<file path="config.mk">
export PLATFORM = sky130hd
export DESIGN_NAME = ic_test_sequencer
export DESIGN_NICKNAME = d
export VERILOG_FILES = /design/src/rtl/ic_test_sequencer.sv
export SDC_FILE = /design/constraint.sdc
export NUM_CORES = 1
export LEC_CHECK = 0
export CELL_PAD_IN_SITES_DETAIL_PLACEMENT = 0
export CELL_PAD_IN_SITES_GLOBAL_PLACEMENT = 2
export CORE_AREA = 2 2 90 92
export CTS_CLUSTER_DIAMETER = 30
export DETAILED_ROUTE_END_ITERATION = 7
export DIE_AREA = 0 0 92 94
export PLACE_DENSITY = 0.86
export SETUP_SLACK_MARGIN = 0.15
export SLEW_MARGIN = 20
export SYNTH_ARGS = -nofsm -noshare
export SYNTH_HDL_FRONTEND = slang
export SYNTH_SLANG_ARGS = --single-unit
</file>
<file path="constraint.sdc">
create_clock -name clk -period 4 [get_ports clk]
set_clock_uncertainty 0.1 [all_clocks]
set_input_delay 0.8 -clock clk [delete_from_list [all_inputs] [get_ports clk]]
set_output_delay 0.8 -clock clk [all_outputs]
set_load 0.05 [all_outputs]
</file>
<file path="src/rtl/ic_test_sequencer.sv">
// Functional tester for one logic-gate IC: walks every input vector, settles, samples and compares.
// Optional IC_SEQ_EARLY_ABORT_EN stops the test at the first sample that records a mismatch.
module ic_test_sequencer #(
    parameter int SETTLE_CYCLES = 50
) (
    input  logic       clk,
    input  logic       reset,
    input  logic       start,
    input  logic [2:0] gate,
    input  logic [2:0] tester,
    input  logic       unsupported,
    input  logic [5:0] dut_out,
    output logic [7:0] dut_in,
    output logic       dut_oe,
    output logic       busy,
    output logic       done,
    output logic       pass,
    output logic [5:0] gate_fail,
    output logic       invalid
);

    typedef enum logic [2:0] {
        S_IDLE, S_CHECK, S_APPLY, S_SETTLE, S_SAMPLE, S_DONE
    } state_t;

    state_t      state, state_nxt;
    logic [2:0]  gate_q, tester_q;
    logic        unsup_q;
    logic [8:0]  vec_cnt;
    logic [9:0]  settle_cnt;
    logic        accept, code_bad, vec_last, exp_bit;
    logic [5:0]  mismatch;

    // Mask of the input bits one gate of this topology actually uses.
    function automatic logic [7:0] in_mask(input logic [2:0] t);
        case (t)
            3'b000:  in_mask = 8'h01;
            3'b001:  in_mask = 8'h03;
            3'b010:  in_mask = 8'h07;
            3'b011:  in_mask = 8'h0f;
            default: in_mask = 8'hff;
        endcase
    endfunction

    function automatic logic [5:0] gate_mask(input logic [2:0] t);
        case (t)
            3'b000:  gate_mask = 6'b111111;
            3'b001:  gate_mask = 6'b001111;
            3'b010:  gate_mask = 6'b000111;
            3'b011:  gate_mask = 6'b000011;
            default: gate_mask = 6'b000001;
        endcase
    endfunction

    // Unused input bits are forced to the reduction's neutral value.
    function automatic logic expected_bit(input logic [2:0] g, input logic [2:0] t,
                                          input logic [7:0] v);
        logic [7:0] m;
        m = in_mask(t);
        if (t == 3'b000) begin
            expected_bit = ~v[0];
        end else begin
            case (g)
                3'b000:  expected_bit = &(v | ~m);
                3'b001:  expected_bit = |(v & m);
                3'b010:  expected_bit = ~&(v | ~m);
                3'b011:  expected_bit = ~|(v & m);
                default: expected_bit = ^(v & m);
            endcase
        end
    endfunction

    assign accept   = start && (state == S_IDLE || state == S_DONE);
    assign code_bad = unsup_q || (tester_q > 3'd4) || ((gate_q > 3'd4) && (tester_q != 3'd0));
    assign vec_last = (vec_cnt == {1'b0, in_mask(tester_q)});
    assign exp_bit  = expected_bit(gate_q, tester_q, dut_in);
    assign mismatch = ({6{exp_bit}} ^ dut_out) & gate_mask(tester_q);

    always_comb begin
        state_nxt = state;
        case (state)
            S_IDLE, S_DONE: if (start) state_nxt = S_CHECK;
            S_CHECK:        state_nxt = code_bad ? S_DONE : S_APPLY;
            S_APPLY:        state_nxt = S_SETTLE;
            S_SETTLE:       if (settle_cnt == 10'd0) state_nxt = S_SAMPLE;
            S_SAMPLE: begin
`ifdef IC_SEQ_EARLY_ABORT_EN
                state_nxt = (vec_last || (|mismatch)) ? S_DONE : S_APPLY;
`else
                state_nxt = vec_last ? S_DONE : S_APPLY;
`endif
            end
            default:        state_nxt = S_IDLE;
        endcase
    end

    always_comb begin
        busy   = (state == S_CHECK) || (state == S_APPLY) ||
                 (state == S_SETTLE) || (state == S_SAMPLE);
        dut_oe = (state == S_APPLY) || (state == S_SETTLE) || (state == S_SAMPLE);
        dut_in = dut_oe ? (vec_cnt[7:0] & in_mask(tester_q)) : 8'h00;
        done   = (state == S_DONE);
        pass   = done && !invalid && !(|gate_fail);
    end

    always_ff @(posedge clk or posedge reset) begin
        if (reset) begin
            state      <= S_IDLE;
            gate_q     <= 3'd0;
            tester_q   <= 3'd0;
            unsup_q    <= 1'b0;
            vec_cnt    <= 9'd0;
            settle_cnt <= 10'd0;
            gate_fail  <= 6'd0;
            invalid    <= 1'b0;
        end else begin
            state <= state_nxt;
            if (accept) begin
                gate_q    <= gate;
                tester_q  <= tester;
                unsup_q   <= unsupported;
                vec_cnt   <= 9'd0;
                gate_fail <= 6'd0;
                invalid   <= 1'b0;
            end
            case (state)
                S_CHECK:  if (code_bad) invalid <= 1'b1;
                S_APPLY:  settle_cnt <= 10'(SETTLE_CYCLES - 1);
                S_SETTLE: if (settle_cnt != 10'd0) settle_cnt <= settle_cnt - 10'd1;
                S_SAMPLE: begin
                    gate_fail <= gate_fail | mismatch;
                    if (!vec_last) vec_cnt <= vec_cnt + 9'd1;
                end
                default: ;
            endcase
        end
    end

endmodule

</file>
==> metrics, run 1 <==
Remaining DRCs 0; ant diodes 0; Top FF cell, synth dfrtp_1; critical path's slowest cell clkdlybuf4s50_1; share of cells above drive strength 1 7.74%; synthesized cell area 0.00247 mm²; Worst Path Required 3100 ps; Critical Path AT 2480 ps; CP Launch Type flop; EDFF count, synth 0; H-tree levels 2; worst rel slew slack 45.8%; FFs w/ async S/R, synth 100%; max frequency 296 MHz; Detail Placement HPWL 4.57 mm; area grow syn2layout 20.8%; Clk pin slew, worst setup/hold paths 70 ps; Longest Clk Path Bufs 2; DRT Wirelength 6.19 mm; drt wl/cell 14.6 µm; crit path kind reg2out; Max-Cap Viols 0; I/O pin count 35; Warnings, synthesis 0; Final Cycle Share 84.6%; status complete, no violations; Largest stage delay, worst path 740 ps; Worst R2R Path Depth 12; crit-path max FO 14; Finished Core Util 39.3%; min Tclk post-route 3380 ps; total CTS buffers 5; Die Width 92 µm; largest net degree at the start of global routing 37; Synth cell types 50; chip height 94 µm; Worst Hold Class reg2reg; initial drt markers 123; WHS Path Cells 1; final hold violations 0; clk sink count 36; drt first pass iters 4; initial antenna violation count 0; Clock Latency Late Sink 290 ps; syn avg cell area 8.65 µm²; row cnt 32; vias in the first global route 2,135; total negative setup slack 0 ps; Post-Synthesis Cells 286; initial core utilization 32.5%; setup repair bufs after CTS 0; PD cells 698 mW/mm²; syn_nets 315; worst vdd ir 359 µV; GRT Total Usage 15.6%; clock root cell clkbuf_8; Worst setup EP type primary output; first-pass GRT wire length 10.7 mm; synthesis-stage register bit count 36; routability cong. 0.800; global route overflow 0; port bufs 34; post-route cell area 0.00299 mm²; Worst-Margin Slew 811 ps; vias 2,141; hold buffers post-CTS 0; most frequent cells in the layout nand2_1, dfrtp_1, clkdlybuf4s50_1, nor2_1; commonest non-fill, non-tap cell in the layout nand2_1; area of the core 0.00761 mm²; Leak 1.27 nW; die area 0.00865 mm²; RSZ-0062 raised after global routing no; Routed Antenna Nets 0; DP Area 0.00291 mm²; CTS-repair resized insts 0; setup violators final 0; mean number of vias per cell 5.04; pins over their slew limit 0; CTS tree built; sequential element share of the synthesized area 36.4%; worst-path cell chain nor3b_2, buf_4, nor2_1, inv_1, clkdlybuf4s50_1; Final nets 352
## through the flow
stage	cells	total power [mW]	hold WS (ps)	setup WS [ps]
after floorplan	286	1.52	354	501
after global placement	418	1.83	388	827
after detailed placement	418	1.84	389	762
after CTS	425	2.10	402	616
after global routing	425	2.26	424	403
final	425	2.09	410	617
## report_power, final
part / internal (mW) / switching [mW] / leakage, nW
combinational: 0.446 / 0.776 / 0.758
sequential: 0.471 / 0.135 / 0.469
clock: 0.119 / 0.140 / 0.0410
total: 1.03 / 1.05 / 1.27
## metal layers
metal / global-route usage (%) / share of wire [%] / vias to the layer above
met5: 0 / 0 / -
met4: 4.73 / 1.6 / 0
met3: 2.57 / 2.3 / 6
met2: 25.8 / 45 / 30
met1: 21.1 / 51 / 1024
li1: - / - / 1081
## final cells by class
class | instances | area [µm²]
Inverter | 13 | 48.8
Tap cell | 102 | 128
Timing Repair Buffer | 41 | 393
Clock buffer | 6 | 72.6
Fill cell | 819 | 4620
Clock inverter | 1 | 5.00
Multi-Input combinational cell | 226 | 1440
Sequential cell | 36 | 901
## registers in the layout (all words and copies together) (netlist names)
register and flops:
invalid 1, unsup_q 1, gate_fail 6, vec_cnt 9, tester_q 3, settle_cnt 10, gate_q 3, state 3
## cell families (layout without fill, tap and decap cells)
kind of cell	count (synthesis)	in the layout	share of synthesized area (%)
buf+inv	24	61	5.36
simple gates	147	147	29.8
mux	6	6	2.43
fa+ha+maj	13	13	6.58
xor+xnor	16	16	5.66
flops	36	36	36.4
compound gates	44	44	13.7
## Yosys cell counts (2+ instances only)
cell | n | area [µm²]
a21oi_1 | 7 | 35.0
xnor2_1 | 10 | 87.6
o21ai_0 | 10 | 50.1
buf_6 | 5 | 56.3
nor2_1 | 27 | 101
or3_4 | 2 | 22.5
and2_1 | 2 | 12.5
nor3_1 | 11 | 55.1
a32oi_1 | 2 | 17.5
xor2_1 | 6 | 52.6
nor4_1 | 6 | 37.5
nand3_1 | 12 | 60.1
ha_1 | 13 | 163
o31ai_1 | 8 | 60.1
nor3b_2 | 2 | 25.0
nor2b_1 | 9 | 56.3
nand2b_1 | 5 | 31.3
and3_1 | 3 | 18.8
o211ai_1 | 3 | 22.5
inv_1 | 13 | 48.8
clkbuf_1 | 4 | 15.0
nand2_1 | 52 | 195
mux2i_1 | 6 | 60.1
nand4_1 | 5 | 31.3
dfrtp_1 | 36 | 901
and4_1 | 3 | 26.3
## worst paths after layout
check	startpoint	end	slack, ps
setup / recovery	state[0]$_DFFE_PP0P_	dut_oe	620
hold / removal	vec_cnt[8]$_DFF_PP0_	vec_cnt[8]$_DFF_PP0_	410
setup reg to reg	state[0]$_DFFE_PP0P_	gate_fail[2]$_DFFE_PP0P_	730
hold reg to reg	vec_cnt[8]$_DFF_PP0_	vec_cnt[8]$_DFF_PP0_	410
max in group asynchronous	reset	vec_cnt[1]$_DFF_PP0_	2650
min in group asynchronous	reset	gate_q[1]$_DFFE_PP0P_	820
## critical path, delay by kind of cell (launching register included)
| kind | cells | cell delay [ps] |
|---|---|---|
| flip-flops | 1 | 620 |
| buffers and inverters | 3 | 1110 |
| AND/OR/NAND/NOR | 2 | 460 |
Power figures use the tool's default switching activity.
==> inputs of run 2 (changes only) <==
Clock period 4 ns to 3.2 ns, I/O delays scaled along.
==> run 2 against run 1 <==
Effect of this change:
- register-to-register slack worse by 360 ps
- cell count up 1.6%
- core utilization up 3.0 points
- power up 34%
- global-route usage down 0.35 points
- design area up 7.7%
- combinational power up 38%
- worst setup slack worse by 300 ps
- critical path type unchanged
- largest power group unchanged
- die area unchanged
==> metrics, run 2 (same netlist as run 1, synthesis figures left out) <==
status complete, no violations (unchanged); row cnt 32 (unchanged); Clock Latency Late Sink 280 ps (was 290 ps); RSZ-0062 raised after global routing no (unchanged); worst rel slew slack 52.3% (was 45.8%); clk sink count 36 (unchanged); Worst-Margin Slew 714 ps (was 811 ps); total negative setup slack 0 ps (unchanged); worst vdd ir 406 µV (was 359 µV); Longest Clk Path Bufs 2 (unchanged); GRT Total Usage 15.3% (was 15.6%); Worst Hold End vec_cnt[8]$_DFF_PP0_ (unchanged); port bufs 34 (unchanged); ant diodes 0 (unchanged); first-pass GRT wire length 10.5 mm (was 10.7 mm); Final nets 359 (was 352); setup violators final 0 (unchanged); max reg flops 10 (unchanged); routability cong. 0.853 (was 0.800); Worst setup EP type primary output (unchanged); Max-Cap Viols 0 (unchanged); area of the core 0.00761 mm² (unchanged); vias 2,173 (was 2,141); clock root cell clkbuf_8 (unchanged); Worst Hold Class reg2reg (unchanged); min Tclk post-route 2880 ps; Final Cycle Share 90.1%; chip height 94 µm (unchanged); Critical R2R Capture gate_fail[1]$_DFFE_PP0P_ (was gate_fail[2]$_DFFE_PP0P_); slack of the worst reg-to-reg path 370 ps (was 730 ps); pins over their slew limit 0 (unchanged); most frequent cells in the layout nand2_1, dfrtp_1, nor2_1, clkdlybuf4s50_1, buf_4 (was nand2_1, dfrtp_1, clkdlybuf4s50_1, nor2_1); initial drt markers 98 (was 123); largest net degree at the start of global routing 37 (unchanged); H-tree levels 2 (unchanged); crit path kind reg2out (unchanged); critical path's slowest cell clkdlybuf4s50_1 (unchanged); max frequency 347 MHz; Routed Antenna Nets 0 (unchanged); Remaining DRCs 0 (unchanged); Worst R2R Path Depth 11 (was 12); reg-to-reg critical path startpoint state[1]$_DFFE_PP0P_ (was state[0]$_DFFE_PP0P_); placed cell count 421 (was 418); drt first pass iters 4 (unchanged); initial core utilization 32.5% (unchanged); Reg with most FFs settle_cnt (unchanged); crit-path max FO 15 (was 14); WHS Path Cells 1 (unchanged); global route overflow 0 (unchanged); Clk pin slew, worst setup/hold paths 70 ps (about the same); FILL cells 772 (was 819); top flop regs settle_cnt (10), vec_cnt (9), gate_fail (6) (unchanged); Setup WS post-layout 317 ps (was 617 ps); I/O pin count 35 (unchanged); Hold Crit Start vec_cnt[8]$_DFF_PP0_ (unchanged); share of cells above drive strength 1 16.4% (was 7.74%); CTS tree built (unchanged); initial antenna violation count 0 (unchanged); DP Worst Slack 142 ps (was 762 ps); PD cells 869 mW/mm² (was 698 mW/mm²); Leak 1.38 nW (was 1.27 nW); CP Launch Type flop (unchanged); Worst Path Required 2460 ps (was 3100 ps); Critical Path AT 2140 ps (was 2480 ps); Largest stage delay, worst path 840 ps (was 740 ps); hold buffers post-CTS 0 (unchanged); Die Width 92 µm (unchanged); worst-path cell chain buf_4, nor2_1, xnor2_1, clkdlybuf4s50_1 (was nor3b_2, buf_4, nor2_1, inv_1, clkdlybuf4s50_1); area grow syn2layout 30.0% (was 20.8%); DRT Wirelength 6.19 mm (about the same); vias in the first global route 2,089 (was 2,135); commonest non-fill, non-tap cell in the layout nand2_1 (unchanged); final hold violations 0 (unchanged); total CTS buffers 5 (unchanged); Cell Count, Final, Fillers Out 432 (was 425); mean number of vias per cell 5.03 (was 5.04); die area 0.00865 mm² (unchanged); Detail Placement HPWL 4.64 mm (was 4.57 mm); drt wl/cell 14.3 µm (was 14.6 µm)
## run 2: cell types whose count changed in the layout (fill, tap and decap cells not counted), moves of 3 or more
cell and delta:
clkdlybuf4s50_1 -10, buf_4 +7, dfrtp_1 -3, buf_12 +9
dfrtp_2 +3
## run 2: routing by layer
| layer | up-vias | GRT usage [%] | part of all wire (%) |
|---|---|---|---|
| li1 | 1095 | - | - |
| met1 | 1036 | 21.0 | 50 |
| met2 | 38 | 24.5 | 46 |
| met3 | 4 | 2.73 | 3.0 |
| met4 | 0 | 4.85 | 1.1 |
| met5 | - | 0 | 0 |
## run 2: worst max path at each step
stage                            start                       end  slack [ps]  cells past startpoint
6_report          state[1]$_DFFE_PP0P_                      busy         320                      4
5_1_grt           state[1]$_DFFE_PP0P_  gate_fail[3]$_DFFE_PP0P_         170                     12
4_1_cts           state[1]$_DFFE_PP0P_                      pass         160                      6
3_5_place_dp   tester_q[1]$_DFFE_PP0P_  gate_fail[1]$_DFFE_PP0P_         140                     12
3_3_place_gp   tester_q[1]$_DFFE_PP0P_  gate_fail[1]$_DFFE_PP0P_         130                     12
2_1_floorplan     state[2]$_DFFE_PP0P_  gate_fail[1]$_DFFE_PP0P_         230                     13
## run 2: repair_timing
item / in CTS / in global routing
resized for setup: 1 / 12
pin swaps: 0 / 3
setup endpoints to repair: 4 / 5
setup buffers: 0 / 4
## run 2: critical path, delay by kind of cell, from the launching register on
family        cells  cell delay, ps
buf+inv           2            1060
flops             1             440
simple gates      1             200
xor+xnor          1             170
## run 2: where the power goes
part	leakage, nW	switching, mW	internal, mW
clock	0.0503	0.161	0.192
sequential	0.465	0.167	0.593
combinational	0.864	1.03	0.655
total	1.38	1.35	1.44
## run 2: area by class of cell
type,instances,area (µm²),area share [%]
clock buffer,7,96.3,2.99
timing repair buffer,48,538,16.7
inverter,13,48.8,1.52
sequential,36,905,28.1
multi-input combinational,226,1500,46.7
tap,102,128,3.97
## run 2: through the flow
step	area, µm²	hold slack [ps]	util (%)	power [mW]
2_1_floorplan	2500	354	-	1.92
3_3_place_gp	3050	376	40.0	2.38
3_5_place_dp	3050	386	40.0	2.38
4_1_cts	3150	396	41.4	2.76
5_1_grt	3220	437	42.3	3.02
6_report	3220	395	42.3	2.79
==> inputs of run 3 (changes only) <==
Settings changed: CAP_MARGIN from default to 25, REMOVE_ABC_BUFFERS from default to 1.
==> run 3 against run 2 <==
Effect of this change:
- clock-buffer cell count stayed put
- combinational power hardly changed
- cell count is 0.46% higher
- die area stayed put
- fmax is 0.19% higher
- hold slack better by 13 ps
- core utilization is 0.48 points lower
- worst setup slack better by 5.4 ps
- sequential cell count stayed put
- register-to-register slack worse by 50 ps
- critical path depth is 8 higher
- wire length is 1.8% higher
- critical path type is now reg2reg
- highest routed layer unchanged
==> metrics, run 3 (same netlist as run 1, synthesis figures left out) <==
CP top delay family simple AND/OR/NAND/NOR gates (was buffers and inverters); port bufs 34 (unchanged); Buf/Inv on CP 1 (was 2); Cell Count, Final, Fillers Out 434 (was 432); drt first pass iters 4 (unchanged); vias 2,208 (was 2,173); Clk pin slew, worst setup/hold paths 80 ps (was 70 ps); Critical Path AT 2940 ps (was 2140 ps); crit path kind reg2reg (was reg2out); DP Area 0.00302 mm² (was 0.00305 mm²); Worst Setup SP tester_q[1]$_DFFE_PP0P_ (was state[1]$_DFFE_PP0P_); first-pass GRT wire length 10.8 mm (was 10.5 mm); Longest Clk Path Bufs 2 (unchanged); Worst-Margin Slew 662 ps (was 714 ps); Remaining DRCs 0 (unchanged); post-route cell area 0.00318 mm² (was 0.00322 mm²); Clock Latency Late Sink 280 ps (about the same); worst vdd ir 464 µV (was 406 µV); final hold violations 0 (unchanged); Final Cycle Share 89.9% (was 90.1%); FILL cells 763 (was 772); hold slack 408 ps (was 395 ps); drt wl/cell 14.5 µm (was 14.3 µm); status complete, no violations (unchanged); slack of the worst reg-to-reg path 320 ps (was 370 ps); critical path's slowest cell dfrtp_2 (was clkdlybuf4s50_1); largest net degree at the start of global routing 37 (unchanged); Largest stage delay, worst path 480 ps (was 840 ps); routability cong. 0.815 (was 0.853); Worst setup EP type flop (was primary output); DRT Wirelength 6.30 mm (was 6.19 mm); clk sink count 36 (unchanged); Detail Placement HPWL 4.77 mm (was 4.64 mm); Worst Hold Class reg2reg (unchanged); commonest non-fill, non-tap cell in the layout nand2_1 (unchanged); Routed Antenna Nets 0 (unchanged); CP Launch Type flop (unchanged); area of the core 0.00761 mm² (unchanged); total negative setup slack 0 ps (unchanged); DP Worst Slack 114 ps (was 142 ps); mean number of vias per cell 5.09 (was 5.03); Max-Cap Viols 0 (unchanged); Reg with most FFs settle_cnt (unchanged); crit-path max FO 6 (was 15); stages on the worst setup path 12 (was 4); Critical Path End gate_fail[3]$_DFFE_PP0P_ (was busy); row cnt 32 (unchanged); ant diodes 0 (unchanged); Leak 1.37 nW (was 1.38 nW); area grow syn2layout 28.6% (was 30.0%); initial drt markers 95 (was 98); die area 0.00865 mm² (unchanged); worst-path cell chain nor3_4, inv_1, ha_1, nor2b_1, nand2_1, ha_1, nand4_1, mux2i_1, a2111o_1, nor3b_4, mux2i_1, nand3_1 (was buf_4, nor2_1, xnor2_1, clkdlybuf4s50_1); global route overflow 0 (unchanged); max reg flops 10 (unchanged); pins over their slew limit 0 (unchanged); H-tree levels 2 (unchanged); most frequent cells in the layout nand2_1, dfrtp_1, nor2_1, clkdlybuf4s50_1, buf_4 (unchanged); I/O pin count 35 (unchanged); clock root cell clkbuf_8 (unchanged); CTS tree built (unchanged); initial core utilization 32.5% (unchanged); PD cells 874 mW/mm² (was 869 mW/mm²); min Tclk post-route 2880 ps (about the same); Die Width 92 µm (unchanged); reg-to-reg critical path startpoint tester_q[1]$_DFFE_PP0P_ (was state[1]$_DFFE_PP0P_); Worst R2R Path Depth 12 (was 11); setup violators final 0 (unchanged); initial antenna violation count 0 (unchanged); worst rel slew slack 55.8% (was 52.3%); Final nets 361 (was 359); Worst Path Required 3270 ps (was 2460 ps); chip height 94 µm (unchanged); Critical R2R Capture gate_fail[3]$_DFFE_PP0P_ (was gate_fail[1]$_DFFE_PP0P_); share of cells above drive strength 1 14.8% (was 16.4%); Setup WS post-layout 322 ps (was 317 ps); top flop regs settle_cnt (10), vec_cnt (9), gate_fail (6) (unchanged); placed cell count 422 (was 421); RSZ-0062 raised after global routing no (unchanged); max frequency 347 MHz (about the same); total CTS buffers 5 (unchanged); GRT Total Usage 15.7% (was 15.3%); vias in the first global route 2,129 (was 2,089)
[run 3: worst min-delay path by stage]
stage	endpoint	depth (start not counted)	from	slack [ps]
after floorplan	vec_cnt[8]$_DFF_PP0_	1	vec_cnt[8]$_DFF_PP0_	350
after global placement	vec_cnt[8]$_DFF_PP0_	1	vec_cnt[8]$_DFF_PP0_	390
after detailed placement	vec_cnt[8]$_DFF_PP0_	1	vec_cnt[8]$_DFF_PP0_	390
after CTS	vec_cnt[8]$_DFF_PP0_	1	vec_cnt[8]$_DFF_PP0_	410
after global routing	settle_cnt[0]$_DFFE_PP0P_	1	settle_cnt[0]$_DFFE_PP0P_	430
final	settle_cnt[0]$_DFFE_PP0P_	1	settle_cnt[0]$_DFFE_PP0P_	410
[run 3: layer usage]
layer	GRT usage (%)	routed length, µm	up-vias
met5	0	0	-
met4	4.10	55	0
met3	2.17	204	4
met2	24.9	2890	51
met1	22.4	3150	1052
li1	-	-	1101
[run 3: through the flow]
step                      power [mW]  utilization (%)
after floorplan                 1.81                -
after global placement          2.35             39.7
after detailed placement        2.35             39.7
after CTS                       2.73             41.1
after global routing            3.01             41.8
final                           2.78             41.8
[run 3: power by group]
| group | total (mW) | internal [mW] | switching [mW] | leakage, nW |
|---|---|---|---|---|
| Clock | 0.356 | 0.192 | 0.164 | 0.0503 |
| Combinational | 1.66 | 0.655 | 1.01 | 0.855 |
| Sequential | 0.761 | 0.591 | 0.169 | 0.467 |
| Total | 2.78 | 1.44 | 1.34 | 1.37 |
[run 3: timing repair]
item / in CTS / in global routing
hold buffers: 0 / 0
pin swaps: 0 / 1
endpoints found under the setup margin: 5 / 6
cloned: 0 / 0
resized for setup: 3 / 6
buffers inserted: 0 / 5
[run 3: final cells by class]
type,instances,area [µm²],area share [%]
Clock buffer,7,96.3,3.03
Inverter,13,48.8,1.53
Multi-Input combinational cell,226,1470,46.1
Sequential cell,36,903,28.4
Tap cell,102,128,4.01
Timing Repair Buffer,50,537,16.9
[run 3: worst register-to-register path, stage by stage (launching register included)]
cell and delay (ps):
dfrtp_2 480, nor3_4 260, inv_1 90, ha_1 210
nor2b_1 170, nand2_1 90, ha_1 130, nand4_1 110
mux2i_1 130, a2111o_1 330, nor3b_4 340, mux2i_1 240
nand3_1 90
